## src/rtl/adder_pipelined_pkg.sv

```systemverilog
// Shared defaults and elaboration helpers for the pipelined add/subtract unit.
// Imported by the top so every instance derives its depth the same way.
package adder_pipelined_pkg;

  localparam int DEFAULT_WIDTH = 16;
  localparam int DEFAULT_CHUNK = 4;

  function automatic int stage_count(input int width, input int chunk);
    return width / chunk;
  endfunction

endpackage

```

## src/rtl/adder_chunk.sv

```systemverilog
// Combinational CHUNK-bit adder slice: sum, carry out, and the carry into the
// slice MSB so the final slice can form the signed-overflow flag.
module adder_chunk #(
  parameter int CHUNK = 4
) (
  input  logic [CHUNK-1:0] a,
  input  logic [CHUNK-1:0] b,
  input  logic             cin,
  output logic [CHUNK-1:0] sum,
  output logic             cout,
  output logic             msb_cin
);

  logic [CHUNK:0] full;

  assign full    = {1'b0, a} + {1'b0, b} + {{CHUNK{1'b0}}, cin};
  assign sum     = full[CHUNK-1:0];
  assign cout    = full[CHUNK];
  // Carry into the MSB recovered from the MSB sum bit: s = a ^ b ^ c.
  assign msb_cin = a[CHUNK-1] ^ b[CHUNK-1] ^ sum[CHUNK-1];

endmodule

```

## src/rtl/adder_pipelined.sv

```systemverilog
// Pipelined add/subtract unit: a WIDTH-bit carry chain split into CHUNK-bit
// stages with a registered carry between stages and a valid/ready handshake.
module adder_pipelined
  import adder_pipelined_pkg::*;
#(
  parameter int WIDTH = DEFAULT_WIDTH,
  parameter int CHUNK = DEFAULT_CHUNK
) (
  input  logic             clk,
  input  logic             rst,
  input  logic             in_valid,
  output logic             in_ready,
  input  logic [WIDTH-1:0] in_a,
  input  logic [WIDTH-1:0] in_b,
  input  logic             carry_in,
  input  logic             sub,
  output logic             out_valid,
  input  logic             out_ready,
  output logic [WIDTH-1:0] out,
  output logic             carry_out,
  output logic             overflow
);

  localparam int STAGES = stage_count(WIDTH, CHUNK);

  if (CHUNK < 1 || WIDTH % CHUNK != 0) begin : g_bad_chunk
    $error("adder_pipelined: WIDTH must be a positive multiple of CHUNK");
  end

  // Handshake: a transfer happens on a rising edge where valid && ready.
  // The whole pipe moves as one (en); in_ready mirrors en combinationally,
  // so a stalled output drops in_ready in the same cycle.
  logic             en;
  logic [WIDTH-1:0] b_eff;
  logic             c_eff;

  assign en       = !out_valid || out_ready;
  assign in_ready = en;
  assign b_eff    = sub ? ~in_b : in_b;
  assign c_eff    = carry_in ^ sub;

  for (genvar k = 0; k < STAGES; k++) begin : g_stage
    logic [WIDTH-1:0] a_d, b_d, r_d;
    logic             c_d, v_d;
    logic [CHUNK-1:0] sum;
    logic             cout, msb_cin;
    logic             v_q, c_q;
    logic [WIDTH-1:0] a_q, b_q, r_q;

    if (k == 0) begin : g_src
      assign a_d = in_a;
      assign b_d = b_eff;
      assign r_d = '0;
      assign c_d = c_eff;
      assign v_d = in_valid;
    end else begin : g_src
      assign a_d = g_stage[k-1].a_q;
      assign b_d = g_stage[k-1].b_q;
      assign r_d = g_stage[k-1].r_q;
      assign c_d = g_stage[k-1].c_q;
      assign v_d = g_stage[k-1].v_q;
    end

    adder_chunk #(.CHUNK(CHUNK)) u_chunk (
      .a       (a_d[k*CHUNK +: CHUNK]),
      .b       (b_d[k*CHUNK +: CHUNK]),
      .cin     (c_d),
      .sum     (sum),
      .cout    (cout),
      .msb_cin (msb_cin)
    );

    // Lower result chunks ride along so every bit lands in the last stage together.
    always_ff @(posedge clk) begin
      if (rst) begin
        v_q <= 1'b0;
        c_q <= 1'b0;
        a_q <= '0;
        b_q <= '0;
        r_q <= '0;
      end else if (en) begin
        v_q <= v_d;
        c_q <= cout;
        a_q <= a_d;
        b_q <= b_d;
        r_q <= r_d;
        r_q[k*CHUNK +: CHUNK] <= sum;
      end
    end

    if (k == STAGES - 1) begin : g_last
      logic ovf_q;
      always_ff @(posedge clk) begin
        if (rst) begin
          ovf_q <= 1'b0;
        end else if (en) begin
          ovf_q <= msb_cin ^ cout;
        end
      end
    end
  end

  assign out_valid = g_stage[STAGES-1].v_q;
  assign out       = g_stage[STAGES-1].r_q;
  assign carry_out = g_stage[STAGES-1].c_q;
  assign overflow  = g_stage[STAGES-1].g_last.ovf_q;

endmodule

```

## config.mk

```make
export PLATFORM = sky130hd
export DESIGN_NAME = adder_pipelined
export DESIGN_NICKNAME = d
export VERILOG_FILES = /design/src/rtl/adder_pipelined_pkg.sv /design/src/rtl/adder_chunk.sv /design/src/rtl/adder_pipelined.sv
export SDC_FILE = /design/constraint.sdc
export NUM_CORES = 1
export LEC_CHECK = 0
export CAP_MARGIN = 20
export CORE_MARGIN = 4
export CORE_UTILIZATION = 55
export CTS_BUF_LIST = sky130_fd_sc_hd__clkbuf_2
export DETAILED_ROUTE_END_ITERATION = 8
export PLACE_DENSITY = 0.81
export SYNTH_ARGS = -nofsm -noshare
export SYNTH_HDL_FRONTEND = slang
export SYNTH_SLANG_ARGS = --single-unit
```

## constraint.sdc

```tcl
create_clock -name clk -period 6.69 [get_ports clk]
set_input_delay 1.338 -clock clk [delete_from_list [all_inputs] [get_ports clk]]
set_output_delay 1.338 -clock clk [all_outputs]
set_load 0.02 [all_outputs]
```

==> results.sh <==
export IMPL_wl_mm=7.24
export IMPL_power_density_nw_per_um2=219
export IMPL_slew_limit_headroom_pct=31.1
export IMPL_antenna_found_initial=0
export IMPL_crit_chain="clkdlybuf4s50_1 -> nor2b_4 -> clkinv_2 -> clkdlybuf4s50_1"
export IMPL_ys_seq_area_share_pct=48.5
export IMPL_drtAntennaViolNets=0
export IMPL_synth_top_area_cell="dfxtp_1"
export IMPL_post_route_drc_count=0
export IMPL_finClkSkew_ns=0.0253
export IMPL_area_growth_pct=15.5
export IMPL_finalSetupViolCount=0
export IMPL_core_area_sq_um=6940
export IMPL_synthCells=468
export IMPL_endpoint_kind="output pin"
export IMPL_crit_slowest_cell="clkdlybuf4s50_1"
export IMPL_drt_iter0_drc=225
export IMPL_cp_max_fo=2
export IMPL_power_leakage_uw=0.00182
export IMPL_path_class="input pin to output pin"
export IMPL_worst_path_most_repeated_cell="clkdlybuf4s50_1"
export IMPL_grt_max_degree=113
export IMPL_syn_nets=526
export IMPL_setup_tns_ns=0
export IMPL_root_buffer="clkbuf_2"
export IMPL_layout_commonest_cell="nand2_1"
export IMPL_gr_total_overflow=0
export IMPL_critPathTopFamily="buffers and inverters"
export IMPL_regToRegSetupSlack_ns=4.56
export IMPL_post_cts_resized=0
export IMPL_drive_gt1_share_pct=4.32
export IMPL_cts_buffers=9
export IMPL_die_x_microns=93.3
export IMPL_num_vias=3090
export IMPL_cts_clk_slew_worst_paths_ns=0.26
export IMPL_maxCapViolCount=0
export IMPL_fp_row_count=30
export IMPL_fin_area_sq_um=4620
export IMPL_grt_setup_unrepaired="no"
export IMPL_status="complete, no violations"
export IMPL_finish_utilization_pct=66.6
export IMPL_crit_buf_inv=3
export IMPL_r2r_start="g_stage[2].a_q[12]$_SDFFE_PP0P_"
export IMPL_hpwlAfterDp_mm=4.67
export IMPL_synth_area_leaders="dfxtp_1, nand2_1, a21oi_1"
export IMPL_maxSlewViolCount=0
export IMPL_min_path_cells=2
export IMPL_holdBufCountCts=0
export IMPL_grt_usage_pct=17.5
export IMPL_insertion_delay_ns=0.53
export IMPL_reg2regPathDepth=6
export IMPL_fin_cells=605
export IMPL_max_vdd_ir_drop_v=0.000108
export IMPL_r2r_end="overflow$_SDFFE_PP0P_"
export IMPL_io_buffers=57
export IMPL_synth_top_area_share_pct=48.5
export IMPL_hold_start="g_stage[0].b_q[14]$_SDFFE_PP0P_"
export IMPL_grt_pass1_vias=2722
export IMPL_hp_class="flop to flop"
export IMPL_fin_nets=562
export IMPL_final_cell_mix="nand2_1, dfxtp_1, a21oi_1"
export IMPL_critPathRequiredTime_ns=5.35
export IMPL_placed_cell_area_sq_um=4530
export IMPL_holdPathEnd="g_stage[1].b_q[14]$_SDFFE_PP0P_"
export IMPL_worst_pin_slew_ns=1.03
export IMPL_start_kind="input pin"
export IMPL_hold_viol=0
export IMPL_ys_seq_elements=97
export IMPL_viasPerCell=5.11
export IMPL_finalCritPeriodShare_pct=58.1
export IMPL_h_tree_depth=3
export IMPL_die_y_microns=93.3
export IMPL_synth_area_sq_um=4000
export IMPL_grt_pass1_wl_mm=12.4
export IMPL_timing_fmax_mhz=257
export IMPL_min_period_ns=3.89
export IMPL_clockBufferDepth=2
export IMPL_drt_pass1_iter_count=6
export IMPL_start_util_pct=57.6
export IMPL_critPathMaxStageDelay_ns=0.60
export IMPL_dp_cells=589
export IMPL_pin_count=58
export IMPL_diodes=0
export IMPL_place_congestion=0.742
export IMPL_die_area_sq_um=8710
export IMPL_syn_area_per_cell_sq_um=8.55
export IMPL_wl_per_cell_microns=12.0
export IMPL_cts_tree="built"
export IMPL_clock_sinks=97
export IMPL_cp_arrival_ns=2.55
export IMPL_post_cts_buffers=0
export IMPL_synthDistinctLibCells=26
export IMPL_synth_warning_count=0
==> worst reg2reg max path: cells and delay by family, from the launching register on <==
kind	cells	cell delay [ns]
AOI/OAI and AO/OA	3	0.66
DFF	1	0.39
adders and majority gates	2	0.88
xor gates and xnor gates	1	0.13
==> stage by stage <==
| step | total power [uW] | worst slack, ns | hold slack, ns |
|---|---|---|---|
| 5_1_grt | 1070 | 2.76 | 0.478 |
| 3_3_place_gp | 776 | 2.53 | 0.438 |
| 3_5_place_dp | 782 | 2.37 | 0.444 |
| 6_report | 1010 | 2.80 | 0.460 |
| 2_1_floorplan | 733 | 3.49 | 0.432 |
| 4_1_cts | 1020 | 2.79 | 0.458 |
==> flip-flops by register name (all words and copies together) (netlist names) <==
register,count
g_stage.a_q,24
g_stage.b_q,24
g_stage.r_q,24
out,16
g_stage.c_q,3
g_stage.v_q,3
carry_out,1
out_valid,1
overflow,1
==> routing by layer <==
layer	GRT usage, %	vias to the layer above	part of all wire [%]
li1	-	1617	-
met1	24.1	1396	48
met5	0	-	0
met3	3.70	12	4.2
met2	26.3	65	46
met4	7.81	0	1.8
==> worst max path at each step <==
| stage | end | cells past startpoint | slack (ns) | from |
|---|---|---|---|---|
| 4_1_cts | in_ready | 4 | 2.79 | out_ready |
| 2_1_floorplan | g_stage[0].c_q$_SDFFE_PP0P_ | 8 | 3.49 | sub |
| 3_3_place_gp | g_stage[0].c_q$_SDFFE_PP0P_ | 7 | 2.53 | sub |
| 3_5_place_dp | g_stage[0].c_q$_SDFFE_PP0P_ | 7 | 2.37 | sub |
| 6_report | in_ready | 4 | 2.80 | out_ready |
| 5_1_grt | in_ready | 4 | 2.76 | out_ready |
==> synthesized netlist by cell type (all sizes together) <==
library cell,number
dfxtp,97
nand2,141
nor2b,2
nor2,25
a21o,7
inv,5
xnor2,16
or4,3
buf,22
nand3b,4
fa,8
xor2,6
nor3,2
a211oi,21
o31ai,1
clkbuf,12
nand4b,3
ha,12
o21ai,2
a21oi,76
nand3,3
==> area by class of cell <==
class,instances,area (sq um)
clock buffer,10,50.0
inverter,5,20.0
clock inverter,6,43.8
multi-input combinational,332,1860
timing repair buffer,59,583
fill,599,2320
sequential,97,1940
tap,96,120
==> where the power goes <==
group          internal [uW]  total [uW]  switching [uW]
Combinational           68.6         132            63.5
Sequential               618         638            20.5
Clock                   52.2         244             192
Total                    738        1010             276
==> cell families after synthesis <==
group / after synthesis / share of synthesized area (%)
AOI/OAI and AO/OA: 107 / 15.3
DFF: 97 / 48.5
adders and majority gates: 20 / 7.75
buffers and inverters: 39 / 4.94
xor gates and xnor gates: 22 / 4.81
and+or+nand+nor: 183 / 18.7
Note: power is estimated with default switching activity, not from simulation.
